`config.mk`:
```
export PLATFORM = sky130hd
export DESIGN_NAME = cnn_layer_seq
export DESIGN_NICKNAME = d
export VERILOG_FILES = /design/src/rtl/cnn_pkg.sv /design/src/rtl/cnn_wdog.sv /design/src/rtl/cnn_layer_seq.sv
export SDC_FILE = /design/constraint.sdc
export NUM_CORES = 1
export LEC_CHECK = 0
export BUFFER_PORTS_ARGS = -buffer_cell sky130_fd_sc_hd__buf_2
export CAP_MARGIN = 20
export CORE_ASPECT_RATIO = 1.25
export CORE_MARGIN = 1.5
export CORE_UTILIZATION = 44
export CTS_BUF_LIST = sky130_fd_sc_hd__clkbuf_8
export DETAILED_ROUTE_END_ITERATION = 16
export PLACE_DENSITY = 0.77
export SLEW_MARGIN = 20
export SYNTH_ARGS = -nofsm -noshare
export SYNTH_HDL_FRONTEND = slang
export SYNTH_SLANG_ARGS = --single-unit
```
`constraint.sdc`:
```
create_clock -name clk -period 1.57 [get_ports clk]
set_input_delay 0.314 -clock clk [delete_from_list [all_inputs] [get_ports clk]]
set_output_delay 0.314 -clock clk [all_outputs]
set_load 0.01 [all_outputs]
```
`src/rtl/cnn_pkg.sv`:
```
// cnn_pkg
// Shared definitions for the CNN layer sequencer:
//   - default layer count, layer index width, pooling mask, drain length and
//     watchdog width used as parameter defaults by cnn_layer_seq
//   - sequencer state encodings as plain localparam constants, plus a
//     matching seq_state_t enum for readability in waveforms and debug code
package cnn_pkg;

  localparam int         CNN_NUM_LAYERS = 6;
  localparam int         CNN_LAYER_W    = 3;
  localparam logic [5:0] CNN_POOL_MASK  = 6'b010100;
  localparam int         CNN_DRAIN_CYC  = 2;
  localparam int         CNN_WDOG_W     = 16;

  localparam logic [2:0] ST_IDLE  = 3'd0;
  localparam logic [2:0] ST_CLR   = 3'd1;
  localparam logic [2:0] ST_MRST  = 3'd2;
  localparam logic [2:0] ST_RUN   = 3'd3;
  localparam logic [2:0] ST_DRAIN = 3'd4;
  localparam logic [2:0] ST_NEXT  = 3'd5;
  localparam logic [2:0] ST_DONE  = 3'd6;
  localparam logic [2:0] ST_ERR   = 3'd7;

  typedef enum logic [2:0] {
    IDLE  = ST_IDLE,
    CLR   = ST_CLR,
    MRST  = ST_MRST,
    RUN   = ST_RUN,
    DRAIN = ST_DRAIN,
    NEXT  = ST_NEXT,
    DONE  = ST_DONE,
    ERR   = ST_ERR
  } seq_state_t;

endpackage

```
`src/rtl/cnn_wdog.sv`:
```
// cnn_wdog
// Watchdog for the RUN phase of the layer sequencer. The counter sits at zero
// whenever the sequencer is outside RUN, so it restarts on every entry to RUN,
// and advances once per RUN cycle.
// Ports:
//   clk     in   system clock
//   reset   in   synchronous, active-high
//   run     in   sequencer is in RUN this cycle
//   expire  out  high in the RUN cycle that takes the counter to all-ones
module cnn_wdog
  import cnn_pkg::*;
#(
  parameter int WDOG_W = CNN_WDOG_W
) (
  input  logic clk,
  input  logic reset,
  input  logic run,
  output logic expire
);

  logic [WDOG_W-1:0] count;

  always_ff @(posedge clk) begin
    if (reset) begin
      count <= '0;
    end else if (run) begin
      count <= count + 1'b1;
    end else begin
      count <= '0;
    end
  end

  // Flag one cycle early so the sequencer leaves RUN exactly when the count
  // becomes all-ones, i.e. after 2**WDOG_W - 1 RUN cycles.
  assign expire = run && (count == {{(WDOG_W-1){1'b1}}, 1'b0});

endmodule

```
`src/rtl/cnn_layer_seq.sv`:
```
// cnn_layer_seq
// Layer sequencer for the CNN datapath. Walks layers 0..NUM_LAYERS-1 in order,
// or a single software-selected layer. For each layer it clears that layer's
// address counters, pulses the MAC accumulator reset (MAC layers only), enables
// the counters until their terminal flag, waits DRAIN_CYC cycles for the
// MAC/pool pipeline to flush and then signals layer completion.
// Optional feature: define CNN_WDOG_EN to add a RUN-phase watchdog that moves
// the sequencer to an error state; without it, error is tied low.
// Ports:
//   clk         in   system clock
//   reset       in   synchronous, active-high
//   start       in   begin a sequence (honoured only in IDLE or DONE)
//   single      in   sampled at start: run only sw_layer
//   sw_layer    in   layer selected for single mode
//   abort       in   return to IDLE from any state
//   cnt_done    in   per-layer counter terminal flags
//   cnt_clr     out  one-hot per-layer counter clear pulse
//   cnt_en      out  one-hot per-layer counter enable
//   rmac        out  MAC accumulator reset pulse
//   layer_idx   out  current layer, drives MAC/pool mux selects
//   pool_sel    out  current layer is a pooling layer
//   busy        out  sequence in progress
//   layer_done  out  one-cycle pulse per finished layer
//   done        out  sequence finished, held until start/abort/reset
//   error       out  watchdog expired (CNN_WDOG_EN builds only)
module cnn_layer_seq
  import cnn_pkg::*;
#(
  parameter int                    NUM_LAYERS = CNN_NUM_LAYERS,
  parameter int                    LAYER_W    = CNN_LAYER_W,
  parameter logic [NUM_LAYERS-1:0] POOL_MASK  = CNN_POOL_MASK,
  parameter int                    DRAIN_CYC  = CNN_DRAIN_CYC,
  parameter int                    WDOG_W     = CNN_WDOG_W
) (
  input  logic                  clk,
  input  logic                  reset,
  input  logic                  start,
  input  logic                  single,
  input  logic [LAYER_W-1:0]    sw_layer,
  input  logic                  abort,
  input  logic [NUM_LAYERS-1:0] cnt_done,
  output logic [NUM_LAYERS-1:0] cnt_clr,
  output logic [NUM_LAYERS-1:0] cnt_en,
  output logic                  rmac,
  output logic [LAYER_W-1:0]    layer_idx,
  output logic                  pool_sel,
  output logic                  busy,
  output logic                  layer_done,
  output logic                  done,
  output logic                  error
);

  localparam int DRAIN_W = $clog2(DRAIN_CYC + 1);

  logic [2:0]            state;
  logic                  single_mode;
  logic [DRAIN_W-1:0]    drain_cnt;
  logic [NUM_LAYERS-1:0] idx_onehot;
  logic                  cur_done;
  logic                  last_layer;
  logic                  start_ok;
  logic                  wdog_expire;

  assign idx_onehot = {{(NUM_LAYERS-1){1'b0}}, 1'b1} << layer_idx;
  // Only the current layer's terminal flag matters.
  assign cur_done   = |(cnt_done & idx_onehot);
  assign pool_sel   = |(POOL_MASK & idx_onehot);
  assign last_layer = (layer_idx == LAYER_W'(NUM_LAYERS - 1));
  // A single-layer request naming a layer that does not exist is dropped.
  assign start_ok   = !single || (int'(sw_layer) < NUM_LAYERS);

`ifdef CNN_WDOG_EN
  cnn_wdog #(
    .WDOG_W (WDOG_W)
  ) u_wdog (
    .clk    (clk),
    .reset  (reset),
    .run    (state == ST_RUN),
    .expire (wdog_expire)
  );
  assign error = (state == ST_ERR);
`else
  assign wdog_expire = 1'b0;
  assign error       = 1'b0;
`endif

  // Abort outranks every transition; counters are not cleared on abort
  // because the next CLR visit does it anyway.
  always_ff @(posedge clk) begin
    if (reset) begin
      state       <= ST_IDLE;
      layer_idx   <= '0;
      single_mode <= 1'b0;
      drain_cnt   <= '0;
    end else if (abort) begin
      state     <= ST_IDLE;
      layer_idx <= '0;
      drain_cnt <= '0;
    end else begin
      case (state)
        ST_IDLE, ST_DONE: begin
          if (start && start_ok) begin
            single_mode <= single;
            layer_idx   <= single ? sw_layer : '0;
            state       <= ST_CLR;
          end
        end
        ST_CLR:   state <= pool_sel ? ST_RUN : ST_MRST;
        ST_MRST:  state <= ST_RUN;
        ST_RUN: begin
          if (cur_done) begin
            drain_cnt <= DRAIN_W'(DRAIN_CYC - 1);
            state     <= ST_DRAIN;
          end else if (wdog_expire) begin
            state <= ST_ERR;
          end
        end
        ST_DRAIN: begin
          if (drain_cnt == '0) begin
            state <= ST_NEXT;
          end else begin
            drain_cnt <= drain_cnt - 1'b1;
          end
        end
        ST_NEXT: begin
          if (single_mode || last_layer) begin
            state <= ST_DONE;
          end else begin
            layer_idx <= layer_idx + 1'b1;
            state     <= ST_CLR;
          end
        end
        ST_ERR:   state <= ST_ERR;
        default:  state <= ST_IDLE;
      endcase
    end
  end

  // Outputs are decoded from the state register and the current layer index.
  always_comb begin
    cnt_clr    = (state == ST_CLR) ? idx_onehot : '0;
    cnt_en     = (state == ST_RUN) ? idx_onehot : '0;
    rmac       = (state == ST_MRST);
    layer_done = (state == ST_NEXT);
    done       = (state == ST_DONE);
    busy       = !((state == ST_IDLE) || (state == ST_DONE) || (state == ST_ERR));
  end

endmodule
```
# Word level (Yosys, flattened, before mapping)
# Index checks and enable logic that the tools add are counted.
# totals
reg_bits,9
word_cells,57
# classes
n_addsub,2
magnitude_cmp,1
eq_ne,13
shifts,1
mux,15
n_bitwise,2
reduce_logical,19
# ops
operator,count
$mux W3,7
$pmux W3 S7,1
$eq A3 B3 Y1 const B,5
$mux W6,2
$reduce_and A3 Y1,4
$ne A2 B2 Y1 const B,5
$and A6 B6 Y6,1
$eq A3 B2 Y1 const B,2
$pmux W3 S2,1
$reduce_or A2 Y1,3
$reduce_or A6 Y1,1
$shl A1 B3 Y6 const A,1
$logic_or A1 B1 Y1,4
$mux W2,2
$pmux W2 S2,1
$reduce_bool A2 Y1,2
$add A3 B1 Y3 const B,1
$eq A3 B1 Y1 const B,1
$logic_not A3 Y1,1
$lt A3 B3 Y1 const B,1
$logic_not A1 Y1,2
$logic_not A2 Y1,1
$sub A2 B1 Y2 const B,1
$logic_and A1 B1 Y1,1
2 further kinds,2

# Logic depth before layout (Yosys ltp)
# Gate-level depths: netlist of the first run.
# depth
word_depth,5
mapped_depth,6
ltp_nobuf,6

# Least setup slack after synthesis of the first run
# No wires, ideal clock.
# synth_timing
path_type,flip-flop to flip-flop
startpoint,register layer_idx[1]
endpoint,register layer_idx[1]
arrival_ns,1.446
t_required_ns,1.445
slack_ns,0.000
path_stages_with_launch,7
n_path_buf,0
synth_period_minus_slack_ns,1.570
path_cell_list,dfxtp_1 > inv_1 > ha_1 > a21oi_1 > nand2_1 > a221oi_1 > nor4_2
# synth_via
elab_chain_len,4
# synth_rtl
element,line,source
start: declaration,cnn_layer_seq.sv:45,"output logic [LAYER_W-1:0] layer_idx,"
start signal: assignment,cnn_layer_seq.sv:104,layer_idx <= single ? sw_layer : '0;
start signal: assignment,cnn_layer_seq.sv:129,layer_idx <= layer_idx + 1'b1;
branches (longest 4 deep; another with $add A3 B1 Y3),n/a,
# Parallel ways; which one is timed is not known. The select of a mux whose other input is x is not followed.
# A chain may end at the register's enable or synchronous reset.

# Final worst setup path of the first run
# layout_timing
startpoint,register layer_idx[0]
endpoint,output cnt_clr[3]
# layout_via
elab_chain_len,2
# layout_rtl
element,line,source
$shl A1 B3 Y6,cnn_layer_seq.sv:64,"assign idx_onehot = {{(NUM_LAYERS-1){1'b0}}, 1'b1} << layer_idx;"
$mux W6,cnn_layer_seq.sv:141,cnt_clr = (state == ST_CLR) ? idx_onehot : '0;
end: declaration,cnn_layer_seq.sv:42,"output logic [NUM_LAYERS-1:0] cnt_clr,"
# Every way passes these cells.

==> results by group, run 1 <==
Global route
  • Global-route wire length before repair: roughly 3500 um
  • Number of global-route vias before repair: between 800 and 900
  • Overall routing resource usage: 0.207
  • Met1 global-route usage: 0.218
  • Sum of overflow across all layers after global routing: 0
  • Met2 capacity usage during global routing: 0.383
  • Routing layer with the top usage in global route: met2
  • Global-route track usage on met3: 0.0382
  • Antenna violations before repair: 0
  • Maximum number of pins on one net before global-route repair: 14

Cells and area
  • Diode count: 0
  • Layout-stage area growth over the synthesis result: 35.1%
  • Commonest non-fill, non-tap cell in the layout: sky130_fd_sc_hd__buf_2
  • Top library cells by usage in the layout, fill and taps aside: sky130_fd_sc_hd__buf_2, sky130_fd_sc_hd__nor2_1, sky130_fd_sc_hd__nand2_1
  • Final net count: ~170
  • Final core occ: 0.638
  • Number of filler cells placed in the layout: 158
  • Proportion of layout cells with a drive suffix above 1: 0.456

Placement
  • Number of buffers added on ports: 33
  • Pre-CTS worst setup slack: -0.00132 ns
  • Final weighted congestion of routability-driven global placement: ~0.8
  • Half-perimeter wire length after detailed placement: about 1600 um

Synthesis
  • Mean post-synth cell area: approximately 7.6 um^2
  • Mapped cell area: roughly 830 um^2
  • Post-synth top area share: 0.216
  • Yosys warning count: 0
  • Mapped Nets: between 100 and 150
  • Share of the yosys chip area belonging to registers: 0.216
  • Main area contributors after synthesis: sky130_fd_sc_hd__dfxtp_1, sky130_fd_sc_hd__ha_1, sky130_fd_sc_hd__nor2_1, sky130_fd_sc_hd__a21oi_1, sky130_fd_sc_hd__nand2_1
  • Post-synthesis cell type with the largest combined area: sky130_fd_sc_hd__dfxtp_1
  • Cell count after synthesis: 110
  • Number of distinct library cell variants in the gate-level netlist after synthesis: 46
  • Synth Register Bits: 9

Timing
  • Final hold violation count: 0
  • Setup WS post-layout: roughly 0.025 ns
  • Maximum achievable frequency: between 0.6 and 0.7 GHz
  • Setup Skew: 0.00464 ns
  • Period utilisation layout: 0.984
  • Tmin final: about 1.5 ns
  • Final-report max-slew violation count: 0
  • Unrepaired setup endpoints after global routing: true
  • Number of setup violations in the final report: 0
  • Setup tns final: 0 ns

Clocking
  • Clock buffers created by TritonCTS: 3
  • Number of buffers inserted by post-CTS setup repair: 0
  • Clock slew seen by the registers of the worst setup and hold paths: 0.05 ns
  • Number of hold-repair buffers added at the cts stage: 0
  • Max Buffers Root-to-Sink: 2
  • Clock Latency Late Sink: around 0.23 ns
  • Total number of H-tree levels: 1
  • TritonCTS sink count: 9
  • Clock tree from TritonCTS: done
  • Root buffer cell: sky130_fd_sc_hd__clkbuf_8

Flow run
  • Max Cap Viol: 0

Worst setup path
  • Crit Reg-Reg Endpoint: drain_cnt[1]$_SDFFE_PP0P_
  • Number of cells on the worst reg-to-reg path: 6
  • Startpoint of the most critical setup path: layer_idx[0]$_SDFFE_PP0P_
  • Arr. time, crit path: between 1 and 1.5 ns
  • End of the critical path: cnt_clr[3]
  • Worst R2R Start: drain_cnt[0]$_SDFFE_PP0P_
  • Maximum fanout along the worst path: 5
  • Path type of the worst setup path: register to output port
  • Required time of the worst setup path: about 1.3 ns
  • Endpoint kind of the worst setup timing path: output port
  • Nature of the critical path startpoint: register
  • Worst setup slack for register-to-register paths: around 0.1 ns

Route
  • Avg WL per Cell: 12.1 um
  • Post-detailed-routing wire length: between 2000 and 2500 um
  • Remaining design rule violation count: 0
  • Detailed-routing iteration count for the pre-antenna-repair pass: 4
  • Violation count after the first detailed-routing iteration: 14
  • Vias per std cell: 5.46
  • Total number of vias: 906
  • Antenna viol nets, final: 0

Power and ir drop
  • Switching power of the nets: between 0.15 and 0.2 mW
  • Combinational power share: 0.220
  • Power Dens Cells: just under 600 nW/um^2
  • Leakage power total: ~0.56 nW
  • Flop pwr share: 0.383
  • Fraction of power consumed by the clock network: 0.397
  • Internal power: 0.474 mW
  • Switching power as a share of total power: 0.275
  • Worst IR drop on VDD: roughly 0.00044 V

Floorplanning
  • Effective utilization at floorplan: 0.472
  • Floorplan die height: 51.7 um
  • Floorplan die width: ~42 um
  • Die outline area: between 2000 and 2500 um^2
  • FP Rows: 17
  • Core area: 1770 um^2
  • Number of top-level pins: 35

Run status
  • Result of the run: completed

Hold path
  • Hold Crit Class: input pin to register
power by group through the flow:
stage	Combinational [mW]	Sequential (mW)	Clock (mW)
5_1_grt	0.160	0.252	0.279
6_report	0.144	0.251	0.260
4_1_cts	0.137	0.251	0.261
3_3_place_gp	0.132	0.253	0
3_5_place_dp	0.135	0.254	0
2_1_floorplan	0.0912	0.248	0
Yosys cell counts, drive strengths merged:
cell type   n
and2        1
a31o        1
o311a       1
nand3b      3
nor2       18
or4b        1
a21oi       8
a22oi       3
dfxtp       9
o211ai      2
xnor2       1
o211a       1
nand3       4
a2111o      1
o21ai       5
mux2i       2
a221oi      1
nand4b      1
or2         1
nand2      11
a21boi      1
nand2b      2
and3        1
buf         4
a211oi      1
a21o        1
inv         8
ha          6
clkbuf      1
nor4        1
nor3        2
o221ai      1
conb        1
nor2b       2
and4b       1
a31oi       2
cell families (layout without fill, tap and decap cells):
group / count (synthesis) / after routing / share of synthesized area
compound gates: 29 / 29 / 0.251
xor+xnor: 1 / 1 / 0.0105
fa+ha+maj: 6 / 6 / 0.0901
buf+inv: 13 / 50 / 0.0781
flops: 9 / 9 / 0.216
mux: 2 / 2 / 0.0240
other cells: 1 / 1 / 0.00450
simple gates: 49 / 49 / 0.326
layout make-up:
type,count,area (um^2),share of cell area
multi-input cells,88,634,0.563
clock inverters,1,3.75,0.00333
well taps,19,23.8,0.0211
flip-flops and latches,9,190,0.169
inverters,8,30.0,0.0267
repair buffers,38,203,0.180
clock buffers,3,41.3,0.0367
worst min-delay path by stage:
| stage | slack [ns] | startpoint | cells after the start | end |
|---|---|---|---|---|
| 6_report | 0.27 | reset | 2 | layer_idx[1]$_SDFFE_PP0P_ |
| 5_1_grt | 0.27 | reset | 2 | layer_idx[1]$_SDFFE_PP0P_ |
| 4_1_cts | 0.27 | reset | 2 | layer_idx[1]$_SDFFE_PP0P_ |
| 3_5_place_dp | 0.46 | drain_cnt[1]$_SDFFE_PP0P_ | 2 | drain_cnt[1]$_SDFFE_PP0P_ |
| 3_3_place_gp | 0.45 | drain_cnt[1]$_SDFFE_PP0P_ | 2 | drain_cnt[1]$_SDFFE_PP0P_ |
| 2_1_floorplan | 0.38 | reset | 1 | single_mode$_SDFFE_PP0P_ |
what timing repair did:
item,CTS,global route
gates resized for setup,6,12
setup endpoints to repair,19,20
pin swaps,0,2
state kept, by name (all words and copies together), names as in the netlist:
name	count
layer_idx	3
state	3
drain_cnt	2
single_mode	1
layer usage:
metal  up-vias  share of wire
met1       399           0.42
met5         -              0
met2        34           0.50
li1        466              -
met4         0          0.027
met3         7          0.052
stage by stage:
| step | cells | hold WS, ns | instance area, um^2 | total power, mW |
|---|---|---|---|---|
| floorplan | 110 | 0.383 | 837 | 0.339 |
| global placement | 162 | 0.446 | 1030 | 0.385 |
| detailed placement | 162 | 0.463 | 1030 | 0.389 |
| CTS | 166 | 0.272 | 1080 | 0.649 |
| global route | 166 | 0.272 | 1130 | 0.692 |
| finish | 166 | 0.268 | 1130 | 0.654 |
worst max-delay path, stage by stage (launching register included):
cell                      delay [ns]
sky130_fd_sc_hd__dfxtp_4        0.38
sky130_fd_sc_hd__ha_1           0.17
sky130_fd_sc_hd__ha_2           0.18
sky130_fd_sc_hd__inv_1          0.05
sky130_fd_sc_hd__nor2_1         0.09
sky130_fd_sc_hd__buf_2          0.13
No activity file was read; power rests on OpenSTA's default activity.
==> run 2, diff against run 1 <==
- CORE_MARGIN: 1.5 -> 1
==> run 2 against run 1 <==
Compared with the run above:
- flip-flop and latch count unchanged
- count of clock-buffer cells in the layout unchanged
- critical path depth did not move
- critical path type unchanged
- final cell count is the same
- utilization up 2.6 points
- register-to-register slack hardly changed
- routed wire length rose by 10%
- sequential share of layout area fell by 0.22 points
- largest power group unchanged
- non-clock buffer count is the same
- clock skew up 0.0029 ns
- sequential power about the same
- maximum frequency is 2.8% higher
==> results by group, run 2 (synthesis gave the netlist of run 1 again) <==
Route
  • Post-detailed-routing wire length: about 2200 um
  • Vias per std cell: roughly 5.7
  • Detailed-routing iteration count for the pre-antenna-repair pass: 4
  • Antenna viol nets, final: 0
  • Total number of vias: roughly 940
  • Avg WL per Cell: approximately 13 um
  • Remaining design rule violation count: 0
  • Violation count after the first detailed-routing iteration: 20

Cells and area
  • Multi-input combinational cell area: 669 um^2
  • Top library cells by usage in the layout, fill and taps aside: sky130_fd_sc_hd__buf_2, sky130_fd_sc_hd__nor2_1, sky130_fd_sc_hd__nand2_1, sky130_fd_sc_hd__a21oi_1, sky130_fd_sc_hd__inv_1
  • Commonest non-fill, non-tap cell in the layout: sky130_fd_sc_hd__buf_2
  • Final net count: around 170
  • Diode count: 0
  • Post-layout instance area: 1170 um^2
  • Filler-free cell count of the finished design: 166
  • Largest registers: layer_idx: 3 flops, state: 3 flops, drain_cnt: 2 flops
  • Number of filler cells placed in the layout: approximately 140
  • Layout-stage area growth over the synthesis result: 40.5%
  • Area taken by flip-flops and latches: a little under 200 um^2
  • Proportion of layout cells with a drive suffix above 1: 0.476
  • Final core occ: 0.663

Global route
  • Antenna violations before repair: 0
  • Number of global-route vias before repair: slightly above 800
  • Maximum number of pins on one net before global-route repair: 14
  • Global-route wire length before repair: 3390 um
  • Overall routing resource usage: 0.240
  • Sum of overflow across all layers after global routing: 0

Floorplanning
  • Die outline area: approximately 2100 um^2
  • Effective utilization at floorplan: 0.472
  • Floorplan die width: between 40 and 50 um
  • FP Rows: 17
  • Floorplan die height: around 51 um
  • Core area: about 1800 um^2
  • Number of top-level pins: 35

Worst setup path
  • Maximum fanout along the worst path: 5
  • Worst setup slack for register-to-register paths: approximately 0.090 ns
  • Path type of the worst setup path: register to output port
  • Crit path largest cell delay: ~0.37 ns
  • Critical path's slowest cell: sky130_fd_sc_hd__dfxtp_4
  • Required time of the worst setup path: around 1.3 ns
  • Nature of the critical path startpoint: register
  • Arr. time, crit path: 1.19 ns
  • Worst-path cell chain: inv_4 -> ha_4 -> nand2_1 -> nor2_1 -> buf_2
  • Endpoint kind of the worst setup timing path: output port

Placement
  • Pre-CTS worst setup slack: -0.0212 ns
  • Area after detailed placement: approximately 1000 um^2
  • Half-perimeter wire length after detailed placement: approximately 1600 um
  • Number of buffers added on ports: 33
  • Final weighted congestion of routability-driven global placement: just over 0.8
  • Placed cell count: 162

Timing
  • Final-report max-slew violation count: 0
  • Unrepaired setup endpoints after global routing: false
  • Period utilisation layout: 0.957
  • Setup WS post-layout: between 0.06 and 0.07 ns
  • Setup Skew: between 0.007 and 0.008 ns
  • Final hold violation count: 0
  • Tmin final: 1.50 ns
  • Number of setup violations in the final report: 0
  • Worst hold-check slack: around 0.26 ns
  • Maximum achievable frequency: 0.665 GHz

Clocking
  • Clock Latency Late Sink: around 0.25 ns
  • TritonCTS sink count: 9
  • Clock buffers created by TritonCTS: 3
  • Max Buffers Root-to-Sink: 2
  • Clock slew seen by the registers of the worst setup and hold paths: around 0.050 ns
  • Total number of H-tree levels: 1
  • Clock tree from TritonCTS: done
  • Root buffer cell: sky130_fd_sc_hd__clkbuf_8
  • Number of hold-repair buffers added at the cts stage: 0

Power and ir drop
  • Worst IR drop on VDD: 0.000518 V
  • Power Dens Cells: between 500 and 600 nW/um^2
  • Switching power as a share of total power: 0.299
  • Combinational power share: 0.223
  • Switching power of the nets: 0.202 mW
  • Flop pwr share: 0.371
  • Leakage power total: 0.567 nW
  • Internal power: ~0.47 mW
  • Fraction of power consumed by the clock network: 0.407

Flow run
  • Max Cap Viol: 0

Run status
  • Result of the run: completed

Hold path
  • Hold Crit Class: input pin to register
[run 2: cell counts in the layout (fill, tap and decap cells not counted)]
No cell type changed its count.
[run 2: power by group through the flow]
| stage | sequential (mW) | clock [mW] | combinational, mW |
|---|---|---|---|
| finish | 0.251 | 0.275 | 0.151 |
| global route | 0.252 | 0.299 | 0.164 |
| CTS | 0.251 | 0.277 | 0.140 |
| detailed placement | 0.254 | 0 | 0.136 |
| global placement | 0.253 | 0 | 0.133 |
| floorplan | 0.248 | 0 | 0.0912 |
[run 2: layout make-up]
class                      instances  area share
clock buffer                       3      0.0353
multi-input combinational         88       0.572
inverter                           8      0.0299
tap                               19      0.0203
clock inverter                     1     0.00321
sequential                         9       0.167
timing repair buffer              38       0.173
[run 2: metal layers]
layer / routed length, um / vias to the layer above / global-route usage
li1: - / 466 / -
met1: 876 / 421 / 0.272
met2: 1150 / 47 / 0.396
met3: 138 / 5 / 0.0398
met4: 56 / 0 / 0.133
met5: 0 / - / 0
[run 2: critical path, delay by kind of cell (launching register included)]
family / cells / cell delay (ns)
flip-flops: 1 / 0.37
buffers and inverters: 2 / 0.23
AND/OR/NAND/NOR: 2 / 0.18
adder cells (fa/ha/maj): 1 / 0.16
[run 2: worst paths after layout]
| path | start | endpoint | depth (start not counted) |
|---|---|---|---|
| worst max-delay path | layer_idx[0]$_SDFFE_PP0P_ | cnt_en[0] | 5 |
| worst min-delay path | reset | layer_idx[1]$_SDFFE_PP0P_ | 2 |
| worst max register to register | layer_idx[0]$_SDFFE_PP0P_ | state[2]$_SDFFE_PP0P_ | 6 |
| worst min register to register | drain_cnt[1]$_SDFFE_PP0P_ | drain_cnt[1]$_SDFFE_PP0P_ | 2 |
[run 2: repair_timing]
item | CTS | global route
pin swaps | 2 | 5
setup buffers | 0 | 0
resized for setup | 6 | 22
setup endpoints to repair | 21 | 20
[run 2: stage by stage]
step           power [mW]  setup TNS, ns
2_1_floorplan       0.339              0
3_3_place_gp        0.386              0
3_5_place_dp        0.390        -0.0328
4_1_cts             0.668              0
5_1_grt             0.715              0
6_report            0.677              0
